$ cat config.mk
export PLATFORM = sky130hd
export DESIGN_NAME = dlx_seq
export DESIGN_NICKNAME = d
export VERILOG_FILES = /design/src/rtl/dlx_pkg.sv /design/src/rtl/dlx_wait_timer.sv /design/src/rtl/dlx_seq.sv
export SDC_FILE = /design/constraint.sdc
export NUM_CORES = 1
export LEC_CHECK = 0
export CORE_ASPECT_RATIO = 1.75
export CORE_MARGIN = 1.5
export CORE_UTILIZATION = 39
export DETAILED_ROUTE_END_ITERATION = 10
export MAX_ROUTING_LAYER = met4
export PLACE_DENSITY = 0.63
export REMOVE_ABC_BUFFERS = 1
export SLEW_MARGIN = 15
export SYNTH_ARGS = -nofsm -noshare
export SYNTH_HDL_FRONTEND = slang
export SYNTH_HIERARCHICAL = 1
export SYNTH_SLANG_ARGS = --single-unit
$ cat constraint.sdc
create_clock -name clk -period 1.9 [get_ports clk]
set_input_delay 0.38 -clock clk [delete_from_list [all_inputs] [get_ports clk]]
set_output_delay 0.38 -clock clk [all_outputs]
set_load 0.05 [all_outputs]
$ cat src/rtl/dlx_pkg.sv
// Shared phase encoding for the DLX phase sequencer.
package dlx_pkg;
  localparam int PHASE_W = 3;

  typedef enum logic [PHASE_W-1:0] {
    PH_IF    = 3'd0,
    PH_ID    = 3'd1,
    PH_EX    = 3'd2,
    PH_MEM   = 3'd3,
    PH_WB    = 3'd4,
    PH_HALT  = 3'd5,
    PH_FAULT = 3'd6
  } phase_t;
endpackage

$ cat src/rtl/dlx_wait_timer.sv
// Stall timer for memory-wait phases; expired flags the last tolerated stall cycle.
module dlx_wait_timer #(
  parameter int MAX_WAIT = 255,
  parameter int WAIT_W   = 8
) (
  input  logic clk,
  input  logic reset_n,
  input  logic clr,
  input  logic en,
  output logic expired
);
  logic [WAIT_W-1:0] cnt;

  always_ff @(posedge clk or negedge reset_n) begin
    if (!reset_n)              cnt <= '0;
    else if (clr)              cnt <= '0;
    else if (en && !expired)   cnt <= cnt + WAIT_W'(1);
  end

  assign expired = (cnt == WAIT_W'(MAX_WAIT));
endmodule

$ cat src/rtl/dlx_seq.sv
// Multi-cycle phase sequencer: IF/ID/EX/MEM/WB with memory waits, halt,
// timeout fault and saturating retire/stall counters.
module dlx_seq
  import dlx_pkg::*;
#(
  parameter int MAX_WAIT = 255,
  parameter int WAIT_W   = 8,
  parameter int CNT_W    = 32
) (
  input  logic               clk,
  input  logic               reset_n,
  input  logic               i_data_valid,
  input  logic               d_data_valid,
  input  logic               need_mem,
  input  logic               need_wb,
  input  logic               halt_req,
  output logic               IF,
  output logic               ID,
  output logic               EX,
  output logic               MEM,
  output logic               WB,
  output logic               busy,
  output logic               fault,
  output logic [PHASE_W-1:0] fault_phase,
  output logic [CNT_W-1:0]   instr_count,
  output logic [CNT_W-1:0]   stall_count
);
  phase_t state;
  logic   need_mem_q, need_wb_q, halt_q;
  logic   stall, retire, expired;

  assign stall  = (state == PH_IF  && !i_data_valid) ||
                  (state == PH_MEM && !d_data_valid);
  assign retire = (state == PH_EX  && !need_mem_q && !need_wb_q) ||
                  (state == PH_MEM && d_data_valid && !need_wb_q) ||
                  (state == PH_WB);

  // Any non-stall cycle clears the timer, so it is zero on every IF/MEM entry.
  dlx_wait_timer #(.MAX_WAIT(MAX_WAIT), .WAIT_W(WAIT_W)) u_timer (
    .clk     (clk),
    .reset_n (reset_n),
    .clr     (!stall),
    .en      (stall),
    .expired (expired)
  );

  always_ff @(posedge clk or negedge reset_n) begin
    if (!reset_n) begin
      state       <= PH_IF;
      need_mem_q  <= 1'b0;
      need_wb_q   <= 1'b0;
      halt_q      <= 1'b0;
      fault       <= 1'b0;
      fault_phase <= '0;
      instr_count <= '0;
      stall_count <= '0;
    end else begin
      if (stall && stall_count != '1) stall_count <= stall_count + CNT_W'(1);
      if (retire && instr_count != '1) instr_count <= instr_count + CNT_W'(1);
      if (halt_req && state != PH_FAULT && state != PH_HALT) halt_q <= 1'b1;

      if (retire) begin
        state <= halt_q ? PH_HALT : PH_IF;
      end else begin
        case (state)
          PH_IF:
            if (i_data_valid) state <= PH_ID;
            else if (expired) begin
              state       <= PH_FAULT;
              fault       <= 1'b1;
              fault_phase <= PH_IF;
            end
          PH_ID: begin
            need_mem_q <= need_mem;
            need_wb_q  <= need_wb;
            state      <= PH_EX;
          end
          PH_EX:
            state <= need_mem_q ? PH_MEM : PH_WB;
          PH_MEM:
            if (d_data_valid) state <= PH_WB;
            else if (expired) begin
              state       <= PH_FAULT;
              fault       <= 1'b1;
              fault_phase <= PH_MEM;
            end
          PH_HALT:
            if (!halt_req) begin
              state  <= PH_IF;
              halt_q <= 1'b0;
            end
          default: ;
        endcase
      end
    end
  end

  assign IF   = (state == PH_IF);
  assign ID   = (state == PH_ID);
  assign EX   = (state == PH_EX);
  assign MEM  = (state == PH_MEM);
  assign WB   = (state == PH_WB);
  assign busy = (state != PH_HALT) && (state != PH_FAULT);
endmodule

== Yosys cells after proc, flatten, opt, wreduce, memory -nomap -nowiden ==
Index checks and enable logic that the tools add are counted.

* ROM bits: 0
* Memories: 0
* Output and inout port bits: 74
* Register bits after elaboration: 82
* Input port bits: 7
* Memory bits (writable): 0
* Bits in latches: 0
* Word-level logic and storage cells: 79

* Divide/modulo/power cells: 0
* Add/sub/neg operators: 3
* Multiplexer cells: 23
* Bitwise gates (word level): 1
* $mul: 0
* Eq/ne operators: 16
* Shift operators: 0
* $lt $le $gt $ge: 0
* Reduce and logical (&&, ||, !) cells: 27

{| class="wikitable"
|+ Operators with widths
! operator !! count
|-
| $add A32 B1 Y32 const B || 2
|-
| $ne A32 B32 Y1 const B || 2
|-
| $mux W3 || 11
|-
| $mux W8 || 2
|-
| $pmux W3 S5 || 1
|-
| $logic_and A1 B1 Y1 || 12
|-
| $ne A3 B3 Y1 const B || 3
|-
| $add A8 B1 Y8 const B || 1
|-
| $eq A8 B8 Y1 const B || 1
|-
| $mux W1 || 7
|-
| $eq A3 B2 Y1 const B || 2
|-
| $eq A3 B3 Y1 const B || 2
|-
| $ne A2 B1 Y1 const B || 3
|-
| $pmux W3 S2 || 1
|-
| $reduce_and A6 Y1 || 1
|-
| $reduce_bool A6 Y1 || 1
|-
| $logic_not A1 Y1 || 5
|-
| $ne A2 B2 Y1 const B || 2
|-
| $reduce_and A2 Y1 || 2
|-
| $reduce_and A4 Y1 || 1
|-
| $eq A3 B1 Y1 const B || 1
|-
| $logic_not A3 Y1 || 1
|-
| $logic_or A1 B1 Y1 || 3
|-
| $pmux W1 S2 || 1
|-
| other kinds (2) || 2
|}

== Depth between registers and ports, before layout ==
* Word-level depth: 7
* Gate-level depth with buffers: 8
* Mapped depth without buffers: 8

== Hierarchy ==
Netlist, hierarchy kept.

{| class="wikitable"
|+ Modules (own cells, without submodules)
! module !! cells each !! times used !! area an instance (µm²)
|-
| dlx_seq || 379 || 1 || 3731.1
|-
| dlx_wait_timer || 47 || 1 || 469.2
|}

== Least setup slack after synthesis ==
Ideal clock, no wire load.

* Path type: flip-flop to flip-flop
* Start: reg stall_count[6]
* End: reg stall_count[1]
* Path slack: -0.376 ns
* Library setup time: 0.128 ns
* Clock period less this slack: 2.276 ns
* Arrival time: 2.148 ns
* Stages on the path, launching flop included: 7
* Cell sequence: dfrtp_1 nand3_1 nor4_4 and4b_1 buf_4 or2b_1 mux2_1

* Cells in the longest elaborated chain, start to end: 2

{| class="wikitable"
|+ RTL lines
! item !! RTL line !! RTL
|-
| start, declared || dlx_seq.sv:26 || <nowiki>output logic [CNT_W-1:0] stall_count</nowiki>
|-
| start signal, assigned || dlx_seq.sv:58 || <nowiki>if (stall && stall_count != '1) stall_count <= stall_count + CNT_W'(1);</nowiki>
|-
| $ne A32 B32 Y1 || dlx_seq.sv:58 ||
|-
| $logic_and A1 B1 Y1 || dlx_seq.sv:58 ||
|}

No other way between the ends.
A chain may end at the register's enable or synchronous reset.

== Final worst setup path ==
* Start: reg state[0]
* End: out EX

* Cells in the longest elaborated chain, start to end: 1

{| class="wikitable"
|+ RTL lines
! item !! RTL line !! RTL
|-
| start, declared || dlx_seq.sv:28 || <nowiki>phase_t state;</nowiki>
|-
| start signal, assigned || dlx_seq.sv:63 || <nowiki>state <= halt_q ? PH_HALT : PH_IF;</nowiki>
|-
| start signal, assigned || dlx_seq.sv:79 || <nowiki>state <= need_mem_q ? PH_MEM : PH_WB;</nowiki>
|-
| $eq A3 B2 Y1 || dlx_seq.sv:100 || <nowiki>assign EX = (state == PH_EX);</nowiki>
|-
| end, declared || dlx_seq.sv:19 || <nowiki>output logic EX,</nowiki>
|}

No other way between the ends.

==> impl_results.md <==
* Kind of critical path: flop to output port
* Worst Setup Start Kind: flop
* Outcome: finished clean
* CP cell instances: buf_4 > nand2b_2 > nor2_4 > buf_12
* Final Hold Vio Count at 0
* Lkg Pwr at 0.00299 µW
* Die Area at 11400 µm²
* Slowest-stage cell, CP: dfrtp_2
* Crit path max-delay family: flip-flops
* Most instantiated library cell after synthesis: dfrtp_1
* Initial antenna violation count at 0
* Buffers on Ports at 79
* Hold Crit Class: input pin to asynchronous set/reset pin
* Die W at 81.5 µm
* Synth top area share at 0.477
* H-tree depth at 3
* TritonCTS clock tree: yes
* # rows at 50
* Vias per cell at 5.37
* Final wirelength at 11300 µm
* Wire per inst at 15.6 µm
* Critical Path AT at 1.52 ns
* First-pass GRT wire length at 18000 µm
* Routing usage on met2 at 0.356
* Ports at 81
* Share of layout cells above drive strength 1 at 0.373
* RSZ-0062 raised after global routing: yes
* Clock Tree Root: clkbuf_16
* Pre-Repair DR Iteration Count at 5
* Pwr dens at 1020 nW/µm²
* Setup violators final at 0
* Global route total overflow at 0
* Final routed DRC violation total at 0
* Post-route ant nets at 0
* Top post-synthesis cells by area: dfrtp_1, xor2_1, nand2_1, xnor2_1, nor2_1
* Placed Area at 5580 µm²
* Period utilization at 0.998
* Starting Density at 0.397
* DR iter-0 viols at 241
* Crit Path Max Fanout at 8
* Critical Path End Type: output port
* GRT Total Usage at 0.209
* Count of cell types in the netlist at 59
* Setup TNS at 0 ns
* Design Area, Final at 6130 µm²
* FMAX at 0.527 GHz
* Hpwl dp at 8200 µm
* Max cap viols at 0
* Worst EP required at 1.52 ns
* N_diodes at 0
* Peak VDD IR at 1.15 mV
* Worst R2R Start: state[0]
* Via count of the routed design at 3885
* Non-filler cells, final at 723
* Die Y at 140 µm
* Clock latency on the worst-skew pair at 0.34 ns
* CP peak stage delay at 0.49 ns
* Clock sinks at 80
* Crit. Startpoint: state[0]
* Top_reg_cell synth: dfrtp_1
* Yosys warns at 6
* Area Growth Syn to Fin at 45.9%
* Fin. max-slew vios at 0
* Largest net degree at the start of global routing at 46
* Met3 usage at 0.0332
* Synth Cell Area at 4200 µm²
* Post-synth top area cell: dfrtp_1
* Met1 usage at 0.228
* Core ar. at 10600 µm²
* Min Tclk post-route at 1.90 ns
* Syn Inst Count at 426
* Number of synthesized register bits at 80
* Number of synthesized flops with an enable pin at 0
* CTS clk-pin slew, worst paths at 0.06 ns
* Num CTS Buffers at 9
* Gr busiest metal: met2
* Bufs and invs on worst path at 2
* GPL Wtd Cong at 0.896
* CTS max path bufs at 2
* Post-synthesis sequential area ratio at 0.477
* Fin nets at 599
* Placed cells at 700
* Most instantiated cells after synthesis: dfrtp_1, nand2_1, xor2_1, nor2_1, nor3_1
* Mapped Avg Cell Area at 9.86 µm²
* Setup Skew at 0.00644 ns
* Post-synth ARST share at 1.00
* Vias in the first global route at 3917
flip-flops by register name, indices dropped and copies added (netlist names):
register,cells
instr_count,32
stall_count,32
u_timer/cnt,8
state,3
fault,1
fault_phase,1
halt_q,1
need_mem_q,1
need_wb_q,1
final cells by class:
class                           count  area, µm²
Tap cell                          130        163
Clock buffer                       11        253
Inverter                           12       58.8
Clock inverter                      4       52.6
Multi-Input combinational cell    321       2240
Sequential cell                    80       2010
Timing Repair Buffer              165       1360
Fill cell                         901       4440
path summary, 6_finish.rpt:
path | cells past startpoint | end | slack [ns]
setup / recovery | 4 | EX | 0.004
hold / removal | 2 | instr_count[3] | 0.46
setup reg to reg | 6 | instr_count[19] | 0.06
hold reg to reg | 1 | fault | 0.46
max in group asynchronous | 3 | state[2] | 0.87
min in group clk | 1 | fault | 0.46
routing by layer:
layer	wire [µm]	share of wire
met5	0	0
met1	4360	0.39
met2	6320	0.56
met4	260	0.023
met3	376	0.033
report_power, final:
group	switching (µW)	total, µW	internal [µW]	leakage, µW
Sequential	205	2090	1880	0.00104
Combinational	1330	2350	1010	0.00180
Clock	703	1790	1090	0.000152
Total	2240	6220	3980	0.00299
cell usage in the layout (no fill, tap or decap), drive strengths merged, types with 3 or more instances in the layout:
master and instances:
nand2 43, or4 3, mux2 7, a31oi 6, nand3 25, nor4 10
o21bai 3, xnor2 18, nand2b 9, and3 7, and2 3, dfrtp 80
xor2 41, nand4 22, clkdlybuf4s50 5, buf 156, dlygate4sd2 3, and4 5
ha 3, nor3b 4, a21oi 14, nor2 38, clkbuf 11, nor4b 3
a211oi 4, inv 12, nor3 27, o21ai 4
metrics by stage:
step / setup WS [ns] / power, µW / utilization / hold slack, ns
5_1_grt: -0.0391 / 6530 / 0.580 / 0.485
3_3_place_gp: -0.339 / 4270 / 0.528 / 0.270
3_5_place_dp: -0.394 / 4320 / 0.528 / 0.270
4_1_cts: 0.00991 / 6150 / 0.560 / 0.458
6_report: 0.00415 / 6220 / 0.580 / 0.460
2_1_floorplan: -0.644 / 3320 / - / 0.0844
cell families after synthesis:
| family | count (synthesis) | share of synthesized area |
|---|---|---|
| XOR/XNOR | 59 | 0.123 |
| AO/OA/AOI/OAI | 42 | 0.0664 |
| buffers and inverters | 25 | 0.0301 |
| flip-flops | 80 | 0.477 |
| multiplexers | 9 | 0.0244 |
| other | 1 | 0.000893 |
| adder cells (fa/ha/maj) | 3 | 0.00894 |
| AND/OR/NAND/NOR | 207 | 0.270 |
timing repair:
action	CTS	global route
hold buffers	1	0
endpoints found under the setup margin	8	42
resized for setup	10	32
buffers inserted	0	7
hold endpoints to repair	16	0
pin swaps	1	9
No activity file was read; power rests on OpenSTA's default activity.
